### config.mk
export PLATFORM = sky130hd
export DESIGN_NAME = ctrl_pipe_stage_flat
export DESIGN_NICKNAME = d
export VERILOG_FILES = /design/src/rtl/ctrl_pipe_stage_pkg.sv /design/src/rtl/ctrl_pipe_stage_if.sv /design/src/rtl/ctrl_pipe_stage_sat_counter.sv /design/src/rtl/ctrl_pipe_stage.sv /design/src/flat_wrapper.sv
export SDC_FILE = /design/constraint.sdc
export NUM_CORES = 1
export LEC_CHECK = 0
export CELL_PAD_IN_SITES_DETAIL_PLACEMENT = 0
export CELL_PAD_IN_SITES_GLOBAL_PLACEMENT = 1
export CORE_MARGIN = 2
export CORE_UTILIZATION = 34
export DETAILED_ROUTE_END_ITERATION = 10
export PLACE_DENSITY_LB_ADDON = 0.08
export RECOVER_POWER = 25
export SLEW_MARGIN = 10
export SYNTH_ARGS = -nofsm -noshare
export SYNTH_HDL_FRONTEND = slang
export SYNTH_SLANG_ARGS = --single-unit
### constraint.sdc
create_clock -name clk -period 2.6 [get_ports clk]
set_input_delay 0.39 -clock clk [delete_from_list [all_inputs] [get_ports clk]]
set_output_delay 0.39 -clock clk [all_outputs]
set_load 0.03 [all_outputs]
### src/rtl/ctrl_pipe_stage_pkg.sv
// Shared definitions for pipeline stage registers: occupancy width and
// the saturating increment used by the performance counters.
package pipe_pkg;

  localparam int OCC_W = 2;

  // Adds step to value and clamps at 2^cw-1 (cw up to 32).
  function automatic logic [31:0] sat_inc(input logic [31:0] value,
                                          input logic [1:0]  step,
                                          input int          cw);
    logic [32:0] sum;
    logic [32:0] max;
    max = (33'd1 << cw) - 33'd1;
    sum = {1'b0, value} + {31'd0, step};
    return (sum > max) ? max[31:0] : sum[31:0];
  endfunction

endpackage

### src/rtl/ctrl_pipe_stage_if.sv
// Valid/ready payload bundle between two pipeline stages.
// A beat transfers on a side exactly in a cycle where its valid and ready are both 1;
// valid never waits on ready, and a presented beat stays stable until it transfers.
interface ctrl_pipe_stage_if #(
  parameter int WIDTH = 8
);
  logic             in_valid;
  logic             in_ready;
  logic [WIDTH-1:0] in_data;
  logic             out_valid;
  logic             out_ready;
  logic [WIDTH-1:0] out_data;

  modport master (
    output in_valid, in_data, out_ready,
    input  in_ready, out_valid, out_data
  );

  modport slave (
    input  in_valid, in_data, out_ready,
    output in_ready, out_valid, out_data
  );
endinterface

### src/rtl/ctrl_pipe_stage_sat_counter.sv
// Saturating event counter with synchronous clear and a 0..3 step.
module sat_counter
  import pipe_pkg::*;
#(
  parameter int CW = 16
) (
  input  logic          clk,
  input  logic          clear,
  input  logic          inc_en,
  input  logic [1:0]    step,
  output logic [CW-1:0] count
);

  always_ff @(posedge clk) begin
    if (clear) begin
      count <= '0;
    end else if (inc_en) begin
      count <= CW'(sat_inc(32'(count), step, CW));
    end
  end

endmodule

### src/rtl/ctrl_pipe_stage.sv
// Pipeline stage register with valid/ready handshake, optional two-entry skid
// buffer, flush to bubble, and saturating stall / flush-drop counters.
module ctrl_pipe_stage
  import pipe_pkg::*;
#(
  parameter int               WIDTH  = 8,
  parameter logic [WIDTH-1:0] BUBBLE = '0,
  parameter bit               SKID   = 1'b1,
  parameter int               CW     = 16
) (
  input  logic              clk,
  input  logic              reset,
  input  logic              flush,
  ctrl_pipe_stage_if.slave  bus,
  output logic [OCC_W-1:0]  occupancy,
  output logic [CW-1:0]     stall_cnt,
  output logic [CW-1:0]     drop_cnt
);

  logic             m_valid;
  logic [WIDTH-1:0] m_data;
  logic             s_valid;
  logic             in_fire;
  logic             out_fire;
  logic [1:0]       drop_step;

  assign in_fire       = bus.in_valid && bus.in_ready;
  assign out_fire      = m_valid && bus.out_ready;
  assign bus.out_valid = m_valid;
  assign bus.out_data  = m_valid ? m_data : BUBBLE;
  assign occupancy     = OCC_W'(m_valid) + OCC_W'(s_valid);

  generate
    if (SKID) begin : g_skid
      logic [WIDTH-1:0] s_data;

      // in_ready comes only from registered state, so out_ready never reaches it.
      assign bus.in_ready = !reset && !s_valid && !flush;

      always_ff @(posedge clk) begin
        if (reset || flush) begin
          m_valid <= 1'b0;
          s_valid <= 1'b0;
        end else if (!m_valid || bus.out_ready) begin
          if (s_valid) begin
            m_data  <= s_data;
            s_valid <= 1'b0;
          end else begin
            m_valid <= in_fire;
            if (in_fire) m_data <= bus.in_data;
          end
        end else if (in_fire) begin
          s_valid <= 1'b1;
          s_data  <= bus.in_data;
        end
      end
    end else begin : g_single
      assign s_valid      = 1'b0;
      assign bus.in_ready = !reset && (!m_valid || bus.out_ready) && !flush;

      always_ff @(posedge clk) begin
        if (reset || flush) begin
          m_valid <= 1'b0;
        end else if (in_fire) begin
          m_valid <= 1'b1;
          m_data  <= bus.in_data;
        end else if (out_fire) begin
          m_valid <= 1'b0;
        end
      end
    end
  endgenerate

  // An entry leaving through the output in the flush cycle is not a drop.
  assign drop_step = occupancy - OCC_W'(out_fire);

  sat_counter #(.CW(CW)) u_stall_cnt (
    .clk    (clk),
    .clear  (reset),
    .inc_en (m_valid && !bus.out_ready),
    .step   (2'd1),
    .count  (stall_cnt)
  );

  sat_counter #(.CW(CW)) u_drop_cnt (
    .clk    (clk),
    .clear  (reset),
    .inc_en (flush && (drop_step != 2'd0)),
    .step   (drop_step),
    .count  (drop_cnt)
  );

endmodule

### src/flat_wrapper.sv
// flat-port wrapper written by rule: the top's interface ports become plain ports
module ctrl_pipe_stage_flat import pipe_pkg::*;
#(
  parameter int               WIDTH  = 8,
  parameter logic [WIDTH-1:0] BUBBLE = '0,
  parameter bit               SKID   = 1'b1,
  parameter int               CW     = 16
)
  (clk, reset, flush, occupancy, stall_cnt, drop_cnt, bus_in_valid, bus_in_data, bus_out_ready, bus_in_ready, bus_out_valid, bus_out_data);
  ctrl_pipe_stage_if #(.WIDTH(WIDTH)) bus_i ();
  input  logic clk;
  input  logic reset;
  input  logic flush;
  output logic [OCC_W-1:0] occupancy;
  output logic [CW-1:0] stall_cnt;
  output logic [CW-1:0] drop_cnt;
  input wire logic [$bits(bus_i.in_valid)-1:0] bus_in_valid;
  input wire logic [$bits(bus_i.in_data)-1:0] bus_in_data;
  input wire logic [$bits(bus_i.out_ready)-1:0] bus_out_ready;
  output wire logic [$bits(bus_i.in_ready)-1:0] bus_in_ready;
  output wire logic [$bits(bus_i.out_valid)-1:0] bus_out_valid;
  output wire logic [$bits(bus_i.out_data)-1:0] bus_out_data;
  assign bus_i.in_valid = bus_in_valid;
  assign bus_i.in_data = bus_in_data;
  assign bus_i.out_ready = bus_out_ready;
  assign bus_in_ready = bus_i.in_ready;
  assign bus_out_valid = bus_i.out_valid;
  assign bus_out_data = bus_i.out_data;
  ctrl_pipe_stage #(.WIDTH(WIDTH), .BUBBLE(BUBBLE), .SKID(SKID), .CW(CW)) u_core (.clk(clk), .reset(reset), .flush(flush), .bus(bus_i), .occupancy(occupancy), .stall_cnt(stall_cnt), .drop_cnt(drop_cnt));
endmodule
Word level (Yosys, flattened, before mapping)
Index checks and enable logic that the tools add are counted.
{"block": "totals", "ff_bits": 50, "output_inout_bits": 44, "word_cells": 39}
{"block": "op_classes", "addsub": 4, "magnitude_cmp": 2, "n_mux": 5, "bitwise_logic": 3, "n_reduce_logical": 19}
{"cell": "17-bit by 16-bit > comparator with 1-bit output, second input constant", "count": 2}
{"cell": "16-bit two-way mux", "count": 2}
{"cell": "8-bit two-way mux", "count": 3}
{"cell": "16-bit by 1-bit adder with 17-bit output, second input constant", "count": 1}
{"cell": "16-bit by 2-bit adder with 17-bit output", "count": 1}
{"cell": "1-bit logical AND", "count": 6}
{"cell": "3-bit AND reduction", "count": 2}
{"cell": "1-bit logical NOT", "count": 5}
{"cell": "2-bit nonzero test", "count": 2}
{"cell": "1-bit inverter", "count": 3}
{"cell": "1-bit by 1-bit adder with 2-bit output", "count": 1}
{"cell": "1-bit logical OR", "count": 2}
{"cell": "2-bit AND reduction", "count": 1}
{"cell": "2-bit OR reduction", "count": 1}
{"cell": "2-bit by 1-bit subtractor with 2-bit output", "count": 1}

Longest topological paths before layout
{"block": "depth", "word_depth": 6, "mapped_depth": 13}

By module
A second synthesis with hierarchy kept.
{"block": "unflattened", "hier_cells": 267, "area_unflattened_um2": 2715.1}
{"mod": "sat_counter", "instances": 2, "cells_per_inst": 105, "area_each_um2": 944.7, "seq_area_each_um2": 320.3}
{"mod": "ctrl_pipe_stage", "instances": 1, "cells_per_inst": 57, "area_each_um2": 825.8, "seq_area_each_um2": 520.5}

Worst setup path after synthesis
Ideal clock, no wire load.
{"block": "synth_timing", "path_kind": "register -> register", "startpoint": "register u_core.m_valid, in the netlist u_core.bus.out_valid", "endpoint": "register u_core.u_drop_cnt.count[10]", "setup_ns": 0.074, "t_arrival_ns": 3.125, "t_required_ns": 2.526, "setup_slack_ns": -0.599, "path_stages_with_launch": 14, "period_less_slack_ns": 3.199, "path_cell_list": "dfxtp_1 -> ha_1 -> inv_1 -> ha_1 -> clkbuf_1 -> inv_1 -> ha_1 -> inv_1 -> fa_1 -> nand3b_1 -> a21oi_1 -> nand3_1 -> buf_2 -> a31oi_1"}
{"block": "synth_via", "elab_chain_len": 5, "elab_cells_between_ends": 8, "cone_classes": "add/sub (3); order compare (1); mux (1); reduce/logical (3)"}
{"element": "start, declared", "line": "ctrl_pipe_stage.sv:20", "text": "logic m_valid;"}
{"element": "start signal, assigned", "line": "ctrl_pipe_stage.sv:49", "text": "m_valid <= in_fire;"}
{"element": "1-bit by 1-bit adder with 2-bit output (*)", "line": "ctrl_pipe_stage.sv:31", "text": "assign occupancy = OCC_W'(m_valid) + OCC_W'(s_valid);"}
{"element": "net occupancy[0]", "line": "flat_wrapper.sv:14", "text": "output logic [OCC_W-1:0] occupancy;"}
{"element": "2-bit by 1-bit subtractor with 2-bit output (*)", "line": "ctrl_pipe_stage.sv:75", "text": "assign drop_step = occupancy - OCC_W'(out_fire);"}
{"element": "16-bit by 2-bit adder with 17-bit output", "line": "ctrl_pipe_stage_pkg.sv:14", "text": "sum = {1'b0, value} + {31'd0, step};"}
{"element": "17-bit by 16-bit > comparator with 1-bit output", "line": "ctrl_pipe_stage_pkg.sv:15", "text": "return (sum > max) ? max[31:0] : sum[31:0];"}
{"element": "16-bit two-way mux", "line": "ctrl_pipe_stage_pkg.sv:15"}
{"element": "end signal, assigned", "line": "ctrl_pipe_stage_sat_counter.sv:18", "text": "count <= CW'(sat_inc(32'(count), step, CW));"}
{"element": "end, declared", "line": "ctrl_pipe_stage_sat_counter.sv:11", "text": "output logic [CW-1:0] count"}
Mark *: on every way through the listed nets, which the timed path passes. The rest lies on a longest branch.
A chain may end at the register's enable or synchronous reset.

Worst setup path in the final report
{"block": "layout_timing", "startpoint": "register u_core.m_valid, in the netlist u_core.bus.out_valid", "endpoint": "register u_core.u_drop_cnt.count[15]"}
{"block": "layout_via", "elab_chain_len": 5, "elab_cells_between_ends": 8, "cone_classes": "add/sub (3); order compare (1); mux (1); reduce/logical (3)"}
{"element": "1-bit by 1-bit adder with 2-bit output or 1-bit logical AND (tied branches)", "line": "ctrl_pipe_stage.sv:31, ctrl_pipe_stage.sv:28"}
{"element": "2-bit by 1-bit subtractor with 2-bit output (*)", "line": "ctrl_pipe_stage.sv:75"}
{"element": "16-bit by 2-bit adder with 17-bit output", "line": "ctrl_pipe_stage_pkg.sv:14"}
{"element": "17-bit by 16-bit > comparator with 1-bit output", "line": "ctrl_pipe_stage_pkg.sv:15"}
{"element": "16-bit two-way mux", "line": "ctrl_pipe_stage_pkg.sv:15"}
Mark *: on every way between the ends. The rest lies on a longest branch, timed or not.

==> impl_metrics.toml <==
[outcome]
status = "complete, no violations"

[logic_synthesis]
syn_nets = 258
synth-seq-cells = 50
synth_compound_area_share_pct = 18.2
synth-xor-area-share_pct = 2.86
synth_area_um2 = 2410
synth-edff-count = 16
synth.mux.area_fraction_pct = 5.51
synth-adder-area-share_pct = 3.95
yosysWarnings = 0
synth-simple-area-share_pct = 17.5
synth_top_family_by_area = "compound AO/OA/AOI/OAI gates"
synthCells = 238
synth.avg_cell_area_um2 = 10.1
synthArstFlopShare_pct = 0
synth_top_flop_cell = "dfxtp_1"
ys_seq_area_share_pct = 48.2
ys_types = 42

[power_and_ir_drop]
powerDensity_nw_per_um2 = 439
p_seq_share_pct = 54.5
netSwitchingPower_mw = 0.341
vdd_drop_max_uv = 248
pwr-share-comb_pct = 7.3
p_int_mw = 1.15
swShare_pct = 22.8
clockPowerShare_pct = 38.1
p_leak_nw = 1.13
power_mw = 1.50

[drt]
viasPerCell = 5.08
dr_wl_met3_um = 245
num_vias = 2073
wirelength_um = 5650
first_pass_iters = 5
routedWlPerCell_um = 13.9
ant_nets = 0
drc_errors = 0
drtIter0Drc = 59
highest_layer = "met4"
met2_wirelength_um = 2430
drt-met1-wl_um = 2940

[grt]
overflow = 0
grt_pass1_wl_um = 9230
track_usage_pct = 14.8
grt_max_degree = 35
antenna_found_initial = 0
grt_pass1_vias = 1942

[layout]
nets = 331
drive_above_1_share_pct = 17.9
n_antenna_cell = 0
stdcell_area_um2 = 3400
final_cells = 408
utilization_pct = 49.8
syn_to_final_growth_pct = 41.4

[floorplanning]
rows = 30
die_width_um = 88.2
dieArea_um2 = 7770
start_util_pct = 35.3
die_y_um = 88.2
ios = 57
core_area_um2 = 6830

[timing]
setup_viol_count_final = 0
period_needed_ps = 2530
max_slew_margin_pct = 62.4
tns_ps = 0
tightest_slew_ps = 565
finalClockSkew_ps = 8.68
period_share_pct = 97.2
finalMaxSlewViolations = 0
max_freq_mhz = 396
hold_viol = 0
rsz0062_at_grt = "true"

[placed_design]
place_hpwl_um = 4010
port_buffers = 56
placed_area_um2 = 3250
place_inst = 398
place_congestion = 0.755

[worst_setup_path]
worstSetupEndpointType = "register"
crit_family = "adder cells"
max_stage_delay_ps = 380
crit_buf_inv = 4
path_cells = "ha_4 > inv_2 > ha_4 > inv_4 > ha_4 > inv_2 > fa_2 > nand3b_1 > a21oi_2 > buf_4 > and4b_1 > nor3_2"
crit_path_frequent_cell = "ha_4"
cp_slowest_cell = "dfxtp_4"
setup.worst_path.start_class = "register"
arrival_ps = 2760
cp.required_ps = 2830
worst-path-max-fanout = 5
worstSetupPathType = "register to register"

[min_path]
hold_path_class = "register to register"

[cts]
clk_latency_ps = 310
cts_root_buf = "clkbuf_8"
cts_buffers = 5
cts_max_level = 2
clockBufferDepth = 2
clkTransAtPathRegs_ps = 100
cts_tree = "yes"
cts_sinks = 50

[run]
max_cap_violations = 0
[power by group through the flow]
stage	sequential, mW	clock [mW]	combinational [mW]
after floorplan	0.838	0	0.0572
after global placement	0.834	0	0.111
after detailed placement	0.834	0	0.111
after CTS	0.816	0.590	0.112
after global routing	0.816	0.618	0.120
final	0.815	0.570	0.110
[registers in the layout (all words and copies together) (netlist names)]
signal / count
u_core.u_drop_cnt.count: 16
u_core.m_data: 8
u_core.g_skid.s_data: 8
u_core.bus.out_valid: 1
u_core.s_valid: 1
u_core.u_stall_cnt.count: 16
[per-layer routing]
layer	vias up	track usage, %
li1	1046	-
met1	974	22.0
met2	51	21.6
met3	2	3.02
met4	0	4.13
met5	-	0
[path summary, 6_finish.rpt]
path | start | to | slack [ps] | depth (start not counted)
setup / recovery | u_core.bus.out_valid | u_core.u_drop_cnt.count[15] | 70 | 12
hold / removal | u_core.u_stall_cnt.count[0] | u_core.u_stall_cnt.count[0] | 530 | 1
setup reg to reg | u_core.bus.out_valid | u_core.u_drop_cnt.count[15] | 70 | 12
hold reg to reg | u_core.u_stall_cnt.count[0] | u_core.u_stall_cnt.count[0] | 530 | 1
[cells in the mapped netlist (9+ instances only)]
| library cell | number | area share, % |
|---|---|---|
| a211oi_1 | 9 | 2.8 |
| nor2_1 | 11 | 1.7 |
| mux2_2 | 10 | 4.7 |
| and2_1 | 9 | 2.3 |
| a21oi_1 | 21 | 4.4 |
| a31oi_1 | 10 | 2.6 |
| inv_1 | 14 | 2.2 |
| edfxtp_1 | 16 | 20 |
| dfxtp_1 | 34 | 28 |
[cell type report]
cell class | instances | area, µm²
multi-input combinational | 164 | 1230
tap | 96 | 120
sequential | 50 | 1160
clock buffer | 5 | 68.8
clock inverter | 3 | 47.5
fill | 655 | 3430
timing repair buffer | 76 | 714
inverter | 14 | 55.1
[cell families after synthesis]
kind of cell	Yosys count
muxes	12
and+or+nand+nor	74
AOI/OAI and AO/OA	64
DFF	50
xor gates and xnor gates	7
buffers and inverters	24
adders and majority gates	7
[placed cells by master, fill, tap and decap left out, types with 4 or more instances in the layout]
cell / instances
nand4_1: 8
nand3_1: 6
inv_1: 11
a41oi_1: 4
a211oi_1: 9
nor2_1: 11
nor3_1: 5
clkbuf_8: 5
a31oi_1: 10
and2_1: 8
dfxtp_1: 33
a21oi_1: 20
o21ai_0: 4
edfxtp_1: 16
mux2_2: 9
and3_1: 8
clkdlybuf4s50_1: 46
dlygate4sd3_1: 8
and4_1: 4
xnor2_1: 6
buf_4: 16
a311oi_1: 7
nand2_1: 8
[through the flow]
stage	hold slack, ps	setup WS (ps)
6_report	530	74.0
5_1_grt	570	-64.9
4_1_cts	538	44.1
3_5_place_dp	522	-276
3_3_place_gp	506	-212
2_1_floorplan	457	-79.3
[repair_timing]
| item | CTS | global route |
|---|---|---|
| hold buffers | 0 | 0 |
| buffers inserted | 0 | 2 |
| gates resized for setup | 0 | 7 |
| endpoints found under the setup margin | 0 | 16 |
Power figures use the tool's default switching activity.
